<file path="config.mk">
export PLATFORM = sky130hd
export DESIGN_NAME = usb_setup_decoder
export DESIGN_NICKNAME = d
export VERILOG_FILES = /design/src/rtl/usb_pkg.sv /design/src/rtl/usb_setup_decoder.sv
export SDC_FILE = /design/constraint.sdc
export NUM_CORES = 1
export LEC_CHECK = 0
export CORE_ASPECT_RATIO = 0.9
export CORE_MARGIN = 2
export CORE_UTILIZATION = 45
export CTS_CLUSTER_DIAMETER = 40
export DETAILED_ROUTE_END_ITERATION = 8
export HOLD_SLACK_MARGIN = 0.05
export PLACE_DENSITY = 0.69
export SYNTH_ARGS = -nofsm -noshare
export SYNTH_HDL_FRONTEND = slang
export SYNTH_SLANG_ARGS = --single-unit
</file>
<file path="constraint.sdc">
create_clock -name clk -period 4.1 [get_ports clk]
set_clock_uncertainty 0.15 [all_clocks]
set_input_delay 0.82 -clock clk [delete_from_list [all_inputs] [get_ports clk]]
set_output_delay 0.82 -clock clk [all_outputs]
set_load 0.005 [all_outputs]
</file>
<file path="src/rtl/usb_pkg.sv">
// ---------------------------------------------------------------------------
// usb_pkg
// Shared definitions for the USB control-endpoint logic:
//   - SETUP_LEN     : number of bytes in a SETUP data stage
//   - state_e       : setup-decoder FSM state encoding
//   - bRequest codes: standard and vendor request numbers
//   - descriptor type codes used in wValue[15:8] of GET_DESCRIPTOR
// ---------------------------------------------------------------------------
package usb_pkg;

    localparam int SETUP_LEN = 8;

    typedef enum logic [1:0] {
        IDLE    = 2'd0,
        COLLECT = 2'd1,
        CHECK   = 2'd2,
        HOLD    = 2'd3
    } state_e;

    // bRequest values
    localparam logic [7:0] GET_STATUS     = 8'h00;
    localparam logic [7:0] SET_ADDRESS    = 8'h05;
    localparam logic [7:0] GET_DESCRIPTOR = 8'h06;
    localparam logic [7:0] VENDOR_30      = 8'h30;
    localparam logic [7:0] VENDOR_31      = 8'h31;

    // Descriptor types
    localparam logic [7:0] DEVICE         = 8'd1;
    localparam logic [7:0] CONFIGURATION  = 8'd2;
    localparam logic [7:0] STRING         = 8'd3;

endpackage

</file>
<file path="src/rtl/usb_setup_decoder.sv">
// ---------------------------------------------------------------------------
// usb_setup_decoder
// Captures the 8-byte data stage of a USB SETUP transaction, validates it
// (CRC success seen, exact byte count) and presents the decoded request
// until the consumer acknowledges it.
//
// Ports
//   clk                : system clock, rising edge
//   rst                : synchronous reset, active low
//   usb_rst            : bus reset from host, synchronous clear
//   transaction_active : high for the whole token/data/handshake transaction
//   setup              : current transaction is a SETUP
//   data_strobe        : one-cycle pulse per received byte
//   data_out[7:0]      : received byte, qualified by data_strobe
//   success            : pulse when the data packet CRC is good
//   req_ack            : consumer has taken the request
//   req_valid          : decoded request held
//   bm_request_type, b_request, w_value, w_index, w_length : request fields
//   req_dir_in, req_type, req_recipient : fields of bm_request_type
//   req_error          : one-cycle pulse when a SETUP stage is discarded
// ---------------------------------------------------------------------------
module usb_setup_decoder
    import usb_pkg::*;
#(
    parameter int SETUP_LEN = usb_pkg::SETUP_LEN,
    parameter int CNT_W     = 4
) (
    input  logic        clk,
    input  logic        rst,
    input  logic        usb_rst,
    input  logic        transaction_active,
    input  logic        setup,
    input  logic        data_strobe,
    input  logic [7:0]  data_out,
    input  logic        success,
    input  logic        req_ack,
    output logic        req_valid,
    output logic [7:0]  bm_request_type,
    output logic [7:0]  b_request,
    output logic [15:0] w_value,
    output logic [15:0] w_index,
    output logic [15:0] w_length,
    output logic        req_dir_in,
    output logic [1:0]  req_type,
    output logic [4:0]  req_recipient,
    output logic        req_error
);

    localparam int                IDX_W = $clog2(SETUP_LEN);
    localparam logic [CNT_W-1:0]  LEN_C = CNT_W'(SETUP_LEN);

    state_e             r_state;
    state_e             w_state_nxt;

    logic               r_ta_d;
    logic [CNT_W-1:0]   r_count;
    logic               r_overflow;
    logic               r_success;
    logic [7:0]         r_bytes [SETUP_LEN];

    logic               r_req_valid;
    logic               r_req_error;
    logic [7:0]         r_bm;
    logic [7:0]         r_breq;
    logic [15:0]        r_wvalue;
    logic [15:0]        r_windex;
    logic [15:0]        r_wlength;

    logic               w_clear;
    logic               w_start;
    logic               w_setup_ok;
    logic [IDX_W-1:0]   w_idx;

    assign w_clear    = !rst || usb_rst;
    // SETUP start: rising edge of transaction_active while setup is flagged
    assign w_start    = transaction_active && !r_ta_d && setup;
    assign w_setup_ok = r_success && (r_count == LEN_C) && !r_overflow;
    assign w_idx      = r_count[IDX_W-1:0];

    // ---------------- FSM ----------------
    always_ff @(posedge clk) begin
        if (w_clear) r_state <= IDLE;
        else         r_state <= w_state_nxt;
    end

    always_comb begin
        w_state_nxt = r_state;
        case (r_state)
            IDLE:    if (w_start) w_state_nxt = COLLECT;
            COLLECT: if (!transaction_active) w_state_nxt = CHECK;
            CHECK:   w_state_nxt = w_setup_ok ? HOLD : IDLE;
            // A new SETUP wins over an acknowledge in the same cycle
            HOLD: begin
                if (w_start)      w_state_nxt = COLLECT;
                else if (req_ack) w_state_nxt = IDLE;
            end
            default: w_state_nxt = IDLE;
        endcase
    end

    // ---------------- datapath ----------------
    always_ff @(posedge clk) begin
        if (w_clear) begin
            // Track the live level so a transaction still in flight when
            // reset releases is not mistaken for a fresh SETUP start.
            r_ta_d      <= transaction_active;
            r_count     <= '0;
            r_overflow  <= 1'b0;
            r_success   <= 1'b0;
            r_req_valid <= 1'b0;
            r_req_error <= 1'b0;
            r_bm        <= '0;
            r_breq      <= '0;
            r_wvalue    <= '0;
            r_windex    <= '0;
            r_wlength   <= '0;
            for (int i = 0; i < SETUP_LEN; i++) r_bytes[i] <= '0;
        end else begin
            r_ta_d      <= transaction_active;
            r_req_error <= 1'b0;
            case (r_state)
                IDLE, HOLD: begin
                    if (w_start) begin
                        r_count     <= '0;
                        r_overflow  <= 1'b0;
                        r_success   <= 1'b0;
                        r_req_valid <= 1'b0;
                    end else if (r_state == HOLD && req_ack) begin
                        r_req_valid <= 1'b0;
                    end
                end
                COLLECT: begin
                    if (data_strobe) begin
                        if (r_count < LEN_C) begin
                            r_bytes[w_idx] <= data_out;
                            r_count        <= r_count + CNT_W'(1);
                        end else begin
                            // Extra byte: flag it, keep stored bytes and count
                            r_overflow <= 1'b1;
                        end
                    end
                    if (success) r_success <= 1'b1;
                end
                CHECK: begin
                    if (w_setup_ok) begin
                        // Fields only become visible on entry to HOLD
                        r_req_valid <= 1'b1;
                        r_bm        <= r_bytes[0];
                        r_breq      <= r_bytes[1];
                        r_wvalue    <= {r_bytes[3], r_bytes[2]};
                        r_windex    <= {r_bytes[5], r_bytes[4]};
                        r_wlength   <= {r_bytes[7], r_bytes[6]};
                    end else begin
                        r_req_error <= 1'b1;
                    end
                end
                default: ;
            endcase
        end
    end

    assign req_valid       = r_req_valid;
    assign req_error       = r_req_error;
    assign bm_request_type = r_bm;
    assign b_request       = r_breq;
    assign w_value         = r_wvalue;
    assign w_index         = r_windex;
    assign w_length        = r_wlength;
    assign req_dir_in      = r_bm[7];
    assign req_type        = r_bm[6:5];
    assign req_recipient   = r_bm[4:0];

endmodule
</file>
==> flow_metrics.env, run 1 <==
export IMPL_r2r_slack_ns=1.42
export IMPL_clock_latency_ns=0.41
export IMPL_grt_antenna_before_repair=0
export IMPL_cp_cell_sequence="clkdlybuf4s50_1 -> nor2b_1 -> nand4_1 -> nor3_2 -> nand2b_1"
export IMPL_critPathLaunchType="primary input"
export IMPL_r2r_worst_path_cells=7
export IMPL_gp_congestion=0.785
export IMPL_critical_path_required_ns=4.02
export IMPL_cp_arrival_ns=2.71
export IMPL_wl_per_cell_um=14.9
export IMPL_synth_edff_count=64
export IMPL_path_class="primary input to flop"
export IMPL_track_usage_pct=18.8
export IMPL_hold_path_class="flop to flop"
export IMPL_postCtsSetupBuffers=0
export IMPL_cts_resized_gates=0
export IMPL_io_buffers=89
export IMPL_core_area_um2=11900
export IMPL_numCtsBuffers=17
export IMPL_r2r_start="r_count[1]$_SDFFE_PP0P_"
export IMPL_ir_drop_mv=0.262
export IMPL_regToRegEndpoint="bm_request_type[1]$_SDFFE_PP0P_"
export IMPL_die_x_um=120
export IMPL_slowest_delay_ns=0.50
export IMPL_holdBufCountCts=0
export IMPL_drc=0
export IMPL_async_flop_share_pct=0
export IMPL_drtIter0Drc=276
export IMPL_slowest_stage="clkdlybuf4s50_1"
export IMPL_synth_top_family_by_area="simple AND/OR/NAND/NOR gates"
export IMPL_yosys_warnings=0
export IMPL_grt_overflow_total=0
export IMPL_synth_fa_ha_area_share_pct=1.60
export IMPL_cts_max_path_buffers=2
export IMPL_synth_nets=530
export IMPL_setup_ws_ns=1.31
export IMPL_grt_pass1_vias=3704
export IMPL_ys_seq_area_share_pct=62.6
export IMPL_fmax_mhz=359
export IMPL_htreeDepth=4
export IMPL_post_place_ws_ns=0.912
export IMPL_synth_seq_cells=139
export IMPL_cts_root_buffer="clkbuf_16"
export IMPL_powerDensity_nw_per_um2=431
export IMPL_path_delay_family="simple AND/OR/NAND/NOR gates"
export IMPL_final_area_um2=7020
export IMPL_setup_violations=0
export IMPL_cp_num_buf_inv=1
export IMPL_p_leak_nw=2.40
export IMPL_diodes=0
export IMPL_cp_max_fo=9
export IMPL_fp_row_count=38
export IMPL_rsz0062_at_grt="false"
export IMPL_dieArea_um2=13000
export IMPL_ios=90
export IMPL_syn_inst=507
export IMPL_min_period_ns=2.79
export IMPL_final_setup_tns_ns=0
export IMPL_dr_pass1_iters=4
export IMPL_initial_utilization_pct=45.8
export IMPL_relSlewSlack_pct=46.6
export IMPL_period_share_pct=68.0
export IMPL_syn_area_per_cell_um2=10.8
export IMPL_synth_xor_area_share_pct=0.160
export IMPL_outcome="finished clean"
export IMPL_routed_via_density=4.92
export IMPL_min_from="w_index[5]$_SDFFE_PP0P_"
export IMPL_synth_ff_type="dfxtp_1"
export IMPL_place_area_um2=6440
export IMPL_grt_max_degree=41
export IMPL_hold_violations=0
export IMPL_synth_simple_area_share_pct=20.6
export IMPL_critPathCaptureType="flop"
export IMPL_synth_mux_area_fraction_pct=0
export IMPL_cts_tree="done"
export IMPL_synthToLayoutAreaGrowth_pct=28.4
export IMPL_synth_compound_area_share_pct=10.8
export IMPL_fin_nets=617
export IMPL_synth_distinct_cells=36
export IMPL_hold_depth=2
export IMPL_tightest_slew_ns=0.799
export IMPL_maxCapViolations=0
export IMPL_grt_pass1_wl_um=18500
export IMPL_slew_viol_final=0
export IMPL_clk_pin_slew_ns=0.06
export IMPL_ant_nets=0
export IMPL_holdPathEnd="w_index[5]$_SDFFE_PP0P_"
export IMPL_die_h_um=109
export IMPL_totalWireLength_um=11400
export IMPL_dp_hpwl_um=7680
export IMPL_cts_sinks=139
export IMPL_netlist_area_um2=5470
export IMPL_vias=3775
export IMPL_drive_gt1_share_pct=13.0
cell families after synthesis:
kind of cell,after synthesis
AND/OR/NAND/NOR,234
buffers and inverters,37
flip-flops,139
AO/OA/AOI/OAI,89
XOR/XNOR,1
adder cells (fa/ha/maj),7
placed cells by master, fill, tap and decap left out, drive strengths merged, types with 5 or more instances in the layout:
cell,instances
ha,7
dfxtp,75
inv,7
a21oi,71
and2,65
clkbuf,21
nand2,136
buf,11
clkdlybuf4s50,89
edfxtp,64
o21ai,8
nor2,12
clkinv,5
synthesized netlist by cell type (all sizes together) (2+ instances only):
library cell,count,share of area [%]
nand2,136,9.3
and2,65,7.4
edfxtp,64,35
nor3,3,0.46
ha,7,1.6
nor2,12,0.82
inv,5,0.34
dfxtp,75,27
nand4,3,0.34
a21oi,71,8.6
nand3b,2,0.27
o21ai,8,0.73
a211oi,2,0.27
nor2b,2,0.23
clkbuf,14,0.96
buf,18,2.9
o31ai,2,0.27
nand2b,4,0.46
cell type report:
type	instances	area [um^2]
clock inverters	11	81.3
clock buffers	21	504
inverters	5	18.8
well taps	160	200
multi-input cells	331	1820
flip-flops and latches	139	3420
fillers	982	4910
repair buffers	100	973
how the worst max path moves through the flow:
stage	startpoint	endpoint	depth (start not counted)
detailed placement	data_strobe	r_bytes[1][2]$_SDFFCE_PN0P_	5
global placement	data_strobe	r_bytes[1][5]$_SDFFCE_PN0P_	5
CTS	data_strobe	r_bytes[1][3]$_SDFFCE_PN0P_	5
global route	data_strobe	r_bytes[1][1]$_SDFFCE_PN0P_	5
floorplan	usb_rst	r_bytes[3][0]$_SDFFCE_PN0P_	3
finish	data_strobe	r_bytes[1][2]$_SDFFCE_PN0P_	5
where the power goes:
part	total, mW	internal (mW)	switching [mW]	leakage [nW]
combinational	0.0796	0.0266	0.0530	0.809
sequential	1.48	1.47	0.00941	1.32
clock	1.46	0.884	0.579	0.277
total	3.03	2.38	0.641	2.40
sequential cells by signal (all words and copies together) (netlist names):
signal and flops:
req_valid 1, r_bytes 64, req_error 1, r_overflow 1
r_state 2, w_index 16, b_request 8, r_ta_d 1
r_count 4, bm_request_type 8, w_value 16, w_length 16
r_success 1
worst min-delay path: stages, from the launching register on:
cell and delay [ns]:
dfxtp_1 0.31, nand2_1 0.05, a21oi_1 0.05
per-layer routing:
layer / GRT usage (%) / vias up / wire length, um / share of wire [%]
met3: 4.64 / 14 / 499 / 4.4
met5: 0 / - / 0 / 0
li1: - / 1872 / - / -
met2: 29.5 / 90 / 5320 / 47
met4: 9.33 / 0 / 257 / 2.3
met1: 24.3 / 1799 / 5320 / 47
metrics by stage:
step           instances  util, %  total power, mW  hold slack (ns)
2_1_floorplan        507        -             1.55            0.303
3_5_place_dp         735     53.9             1.59            0.296
4_1_cts              767     58.8             3.05            0.303
3_3_place_gp         735     53.9             1.59            0.298
5_1_grt              767     58.8             3.12            0.319
6_report             767     58.8             3.03            0.302
No activity file was read; power rests on OpenSTA's default activity.
==> run 2: changes to the inputs <==
- PLACE_DENSITY: 0.69 -> 0.72
- clock period: 4.1 -> 2.4 ns (I/O delays scaled with it)
==> flow_metrics.env, run 2 (same netlist as run 1, synthesis figures left out) <==
export IMPL_cp_arrival_ns=2.35
export IMPL_dp_hpwl_um=7970
export IMPL_slew_viol_final=0
export IMPL_largest_register_ffs=64
export IMPL_tightest_slew_ns=0.547
export IMPL_critPathCaptureType="flop"
export IMPL_multiInputGateArea_um2=1820
export IMPL_dr_pass1_iters=4
export IMPL_whs_ns=0.301
export IMPL_totalWireLength_um=11700
export IMPL_path_class="flop to flop"
export IMPL_vias=3820
export IMPL_wl_per_cell_um=15.1
export IMPL_period_share_pct=91.5
export IMPL_cts_root_buffer="clkbuf_16"
export IMPL_drive_gt1_share_pct=14.4
export IMPL_grtUsageMet1_pct=24.0
export IMPL_track_usage_pct=19.0
export IMPL_ir_drop_mv=0.452
export IMPL_ios=90
export IMPL_htreeDepth=4
export IMPL_cts_sinks=139
export IMPL_holdBufCountCts=0
export IMPL_clk_pin_slew_ns=0.06
export IMPL_cts_tree="done"
export IMPL_fmax_mhz=456
export IMPL_critical_path_required_ns=2.56
export IMPL_grt_overflow_total=0
export IMPL_io_buffers=89
export IMPL_powerDensity_nw_per_um2=726
export IMPL_drtIter0Drc=204
export IMPL_fin_nets=627
export IMPL_layout_commonest_cell="nand2_1"
export IMPL_fp_row_count=38
export IMPL_dieArea_um2=13000
export IMPL_top_register="r_bytes"
export IMPL_cp_max_fo=41
export IMPL_maxCapViolations=0
export IMPL_numCtsBuffers=17
export IMPL_outcome="finished clean"
export IMPL_final_seq_area_um2=3420
export IMPL_p_total_mw=5.16
export IMPL_cts_resized_gates=0
export IMPL_grt_max_degree=48
export IMPL_grt_pass1_vias=3767
export IMPL_drc=0
export IMPL_die_h_um=109
export IMPL_rsz0062_at_grt="false"
export IMPL_setup_violations=0
export IMPL_cts_max_path_buffers=2
export IMPL_grt_util_met2_pct=31.3
export IMPL_top_usage_layer="met2"
export IMPL_instances_no_fill=777
export IMPL_hold_path_class="flop to flop"
export IMPL_relSlewSlack_pct=63.2
export IMPL_die_x_um=120
export IMPL_clock_latency_ns=0.41
export IMPL_gp_congestion=0.844
export IMPL_p_leak_nw=2.46
export IMPL_ant_nets=0
export IMPL_final_cell_mix="136 x nand2_1, 89 x clkdlybuf4s50_1, 75 x dfxtp_1"
export IMPL_postCtsSetupBuffers=0
export IMPL_initial_utilization_pct=45.8
export IMPL_grt_pass1_wl_um=18800
export IMPL_met3_usage_pct=4.11
export IMPL_grt_antenna_before_repair=0
export IMPL_synthToLayoutAreaGrowth_pct=29.9
export IMPL_diodes=0
export IMPL_min_period_ns=2.19
export IMPL_fill_cells=974
export IMPL_core_area_um2=11900
export IMPL_routed_via_density=4.92
export IMPL_critPathLaunchType="flop"
export IMPL_dp_cells=745
export IMPL_hold_violations=0
[run 2: cell count changes in the layout (fill, tap and decap cells not counted)]
cell	delta
buf_4	+8
buf_12	+2
inv_6	+3
clkinv_1	+1
inv_8	+1
clkbuf_1	-1
clkbuf_16	-3
clkinv_4	+1
inv_4	-1
bufinv_16	+1
clkinvlp_4	-2
[run 2: critical path: stages, from the launching register on]
cell,delay [ns]
dfxtp_1,0.38
inv_1,0.13
ha_1,0.19
nor4bb_4,0.35
and3_2,0.28
buf_12,0.20
a211oi_1,0.09
a311oi_1,0.32
[run 2: metrics by stage]
stage / util (%) / setup WS, ns / setup TNS (ns) / area, um^2
after floorplan: - / 0.154 / 0 / 5470
after global placement: 54.8 / -0.0507 / -0.778 / 6540
after detailed placement: 54.8 / -0.100 / -2.00 / 6540
after CTS: 59.5 / 0.210 / 0 / 7100
after global routing: 59.5 / 0.109 / 0 / 7100
final: 59.5 / 0.205 / 0 / 7100
[run 2: power by group]
| part | total [mW] | switching (mW) | internal (mW) |
|---|---|---|---|
| logic | 0.146 | 0.0928 | 0.0532 |
| clock network | 2.47 | 1.03 | 1.44 |
| registers | 2.54 | 0.0175 | 2.52 |
| total | 5.16 | 1.14 | 4.01 |
[run 2: area by class of cell]
class / instances / area share (%)
multi-input combinational: 331 / 25.6
tap: 160 / 2.82
clock inverter: 15 / 1.97
timing repair buffer: 110 / 15.1
clock buffer: 17 / 5.99
sequential: 139 / 48.2
inverter: 5 / 0.264
[run 2: layer usage]
| metal | routed length, um | vias up |
|---|---|---|
| met4 | 170 | 0 |
| li1 | - | 1886 |
| met5 | 0 | - |
| met2 | 5670 | 110 |
| met1 | 5220 | 1813 |
| met3 | 659 | 11 |
[run 2: final timing paths]
| kind | cells past startpoint | from | endpoint | slack [ns] |
|---|---|---|---|---|
| setup reg to reg | 7 | r_count[1]$_SDFFE_PP0P_ | r_state[0]$_SDFFE_PP0P_ | 0.21 |
| setup / recovery | 7 | r_count[1]$_SDFFE_PP0P_ | r_state[0]$_SDFFE_PP0P_ | 0.21 |
| hold / removal | 2 | w_length[11]$_SDFFE_PP0P_ | w_length[11]$_SDFFE_PP0P_ | 0.30 |
| hold reg to reg | 2 | w_length[11]$_SDFFE_PP0P_ | w_length[11]$_SDFFE_PP0P_ | 0.30 |
==> run 3: changes to the inputs <==
- CORE_UTILIZATION: 45 -> 47
- PLACE_DENSITY: 0.72 -> 0.75
==> flow_metrics.env, run 3 (same netlist as run 1, synthesis figures left out) <==
export IMPL_cts_root_buffer="clkbuf_16"
export IMPL_routed_via_density=5.03
export IMPL_slowest_delay_ns=0.39
export IMPL_cts_resized_gates=0
export IMPL_maxCapViolations=0
export IMPL_diodes=0
export IMPL_period_share_pct=88.4
export IMPL_grt_max_degree=65
export IMPL_power_switching_mw=1.01
export IMPL_powerDensity_nw_per_um2=701
export IMPL_clk_pin_slew_ns=0.06
export IMPL_path_class="flop to flop"
export IMPL_cp_max_fo=45
export IMPL_vias=3881
export IMPL_numCtsBuffers=17
export IMPL_ir_drop_mv=0.403
export IMPL_htreeDepth=4
export IMPL_hold_violations=0
export IMPL_slew_viol_final=0
export IMPL_dr_pass1_iters=5
export IMPL_fp_row_count=37
export IMPL_p_seq_share_pct=51.3
export IMPL_cp_cell_sequence="inv_1 -> ha_1 -> nor4bb_4 -> and3_2 -> buf_12 -> a211oi_1 -> a311oi_1"
export IMPL_post_place_ws_ns=-0.0653
export IMPL_core_area_um2=11400
export IMPL_totalWireLength_um=11500
export IMPL_ant_nets=0
export IMPL_drive_gt1_share_pct=13.5
export IMPL_combPwrFrac_pct=3.0
export IMPL_dp_hpwl_um=7870
export IMPL_top_register="r_bytes"
export IMPL_critical_path_required_ns=2.56
export IMPL_cts_sinks=139
export IMPL_min_period_ns=2.12
export IMPL_drc=0
export IMPL_track_usage_pct=19.3
export IMPL_largest_register_ffs=64
export IMPL_slowest_stage="dfxtp_1"
export IMPL_hold_path_class="flop to flop"
export IMPL_internal_power_mw=3.94
export IMPL_fmax_mhz=471
export IMPL_initial_utilization_pct=48.0
export IMPL_critPathCaptureType="flop"
export IMPL_synthToLayoutAreaGrowth_pct=29.1
export IMPL_p_clk_share_pct=45.8
export IMPL_grt_overflow_total=0
export IMPL_fin_nets=625
export IMPL_p_leak_nw=2.45
export IMPL_cts_tree="done"
export IMPL_setup_ws_ns=0.278
export IMPL_io_buffers=89
export IMPL_die_x_um=118
export IMPL_clock_latency_ns=0.40
export IMPL_critPathLaunchType="flop"
export IMPL_wl_per_cell_um=15.0
export IMPL_die_h_um=106
export IMPL_outcome="finished clean"
export IMPL_switching_share_pct=20.4
export IMPL_final_cell_mix="136 x nand2_1, 89 x clkdlybuf4s50_1, 75 x dfxtp_1"
export IMPL_postCtsSetupBuffers=0
export IMPL_grt_antenna_before_repair=0
export IMPL_final_area_um2=7060
export IMPL_dp_cells=739
export IMPL_grt_pass1_wl_um=18900
export IMPL_holdBufCountCts=0
export IMPL_layout_commonest_cell="nand2_1"
export IMPL_cts_max_path_buffers=2
export IMPL_setup_violations=0
export IMPL_cp_arrival_ns=2.28
export IMPL_instances_no_fill=771
export IMPL_place_area_um2=6540
export IMPL_grt_pass1_vias=3857
export IMPL_gp_congestion=0.841
export IMPL_drtIter0Drc=269
export IMPL_tightest_slew_ns=0.630
export IMPL_relSlewSlack_pct=57.6
export IMPL_rsz0062_at_grt="false"
export IMPL_dieArea_um2=12500
export IMPL_ios=90
-- run 3: changes by cell type in the layout (fill, tap and decap cells not counted), moves of 3 or more --
cell      delta
clkbuf_1     +5
buf_4        -4
clkinv_2     +4
inv_6        -4
clkinv_4     -3
-- run 3: power groups by stage --
stage / sequential, mW / combinational (mW) / clock, mW
after floorplan: 2.58 / 0.0604 / 0
after global placement: 2.59 / 0.141 / 0
after detailed placement: 2.59 / 0.144 / 0
after CTS: 2.54 / 0.145 / 2.30
after global routing: 2.54 / 0.157 / 2.42
final: 2.54 / 0.146 / 2.27
-- run 3: worst max-delay path: cells and delay by family, from the launching register on --
| family | cells | cell delay, ns |
|---|---|---|
| DFF | 1 | 0.39 |
| AOI/OAI and AO/OA | 2 | 0.34 |
| buffers and inverters | 2 | 0.33 |
| and+or+nand+nor | 2 | 0.64 |
| adders and majority gates | 1 | 0.16 |
-- run 3: path summary, 6_finish.rpt --
path / start / end / slack (ns) / cells after the start
setup / recovery: r_count[1]$_SDFFE_PP0P_ / r_state[0]$_SDFFE_PP0P_ / 0.28 / 7
hold / removal: w_length[4]$_SDFFE_PP0P_ / w_length[4]$_SDFFE_PP0P_ / 0.30 / 2
setup reg to reg: r_count[1]$_SDFFE_PP0P_ / r_state[0]$_SDFFE_PP0P_ / 0.28 / 7
hold reg to reg: w_length[4]$_SDFFE_PP0P_ / w_length[4]$_SDFFE_PP0P_ / 0.30 / 2
-- run 3: area by class of cell --
type / count / area [um^2]
inverters: 5 / 18.8
clock inverters: 8 / 45.0
repair buffers: 108 / 1080
well taps: 156 / 195
fillers: 915 / 4330
flip-flops and latches: 139 / 3420
multi-input cells: 331 / 1820
clock buffers: 24 / 472
-- run 3: metrics by stage --
stage               hold slack (ns)  util [%]  power (mW)  setup TNS, ns
floorplan                     0.303         -        2.64              0
global placement              0.298      57.4        2.73          -1.69
detailed placement            0.298      57.4        2.73          -2.22
CTS                           0.305      62.0        4.98              0
global route                  0.326      62.0        5.12              0
finish                        0.301      62.0        4.95              0
-- run 3: metal layers --
metal,part of all wire (%),global-route usage (%),vias to the layer above
li1,-,-,1888
met1,43,24.0,1855
met2,48,31.4,126
met3,6.7,5.36,12
met4,1.9,8.86,0
met5,0,0,-
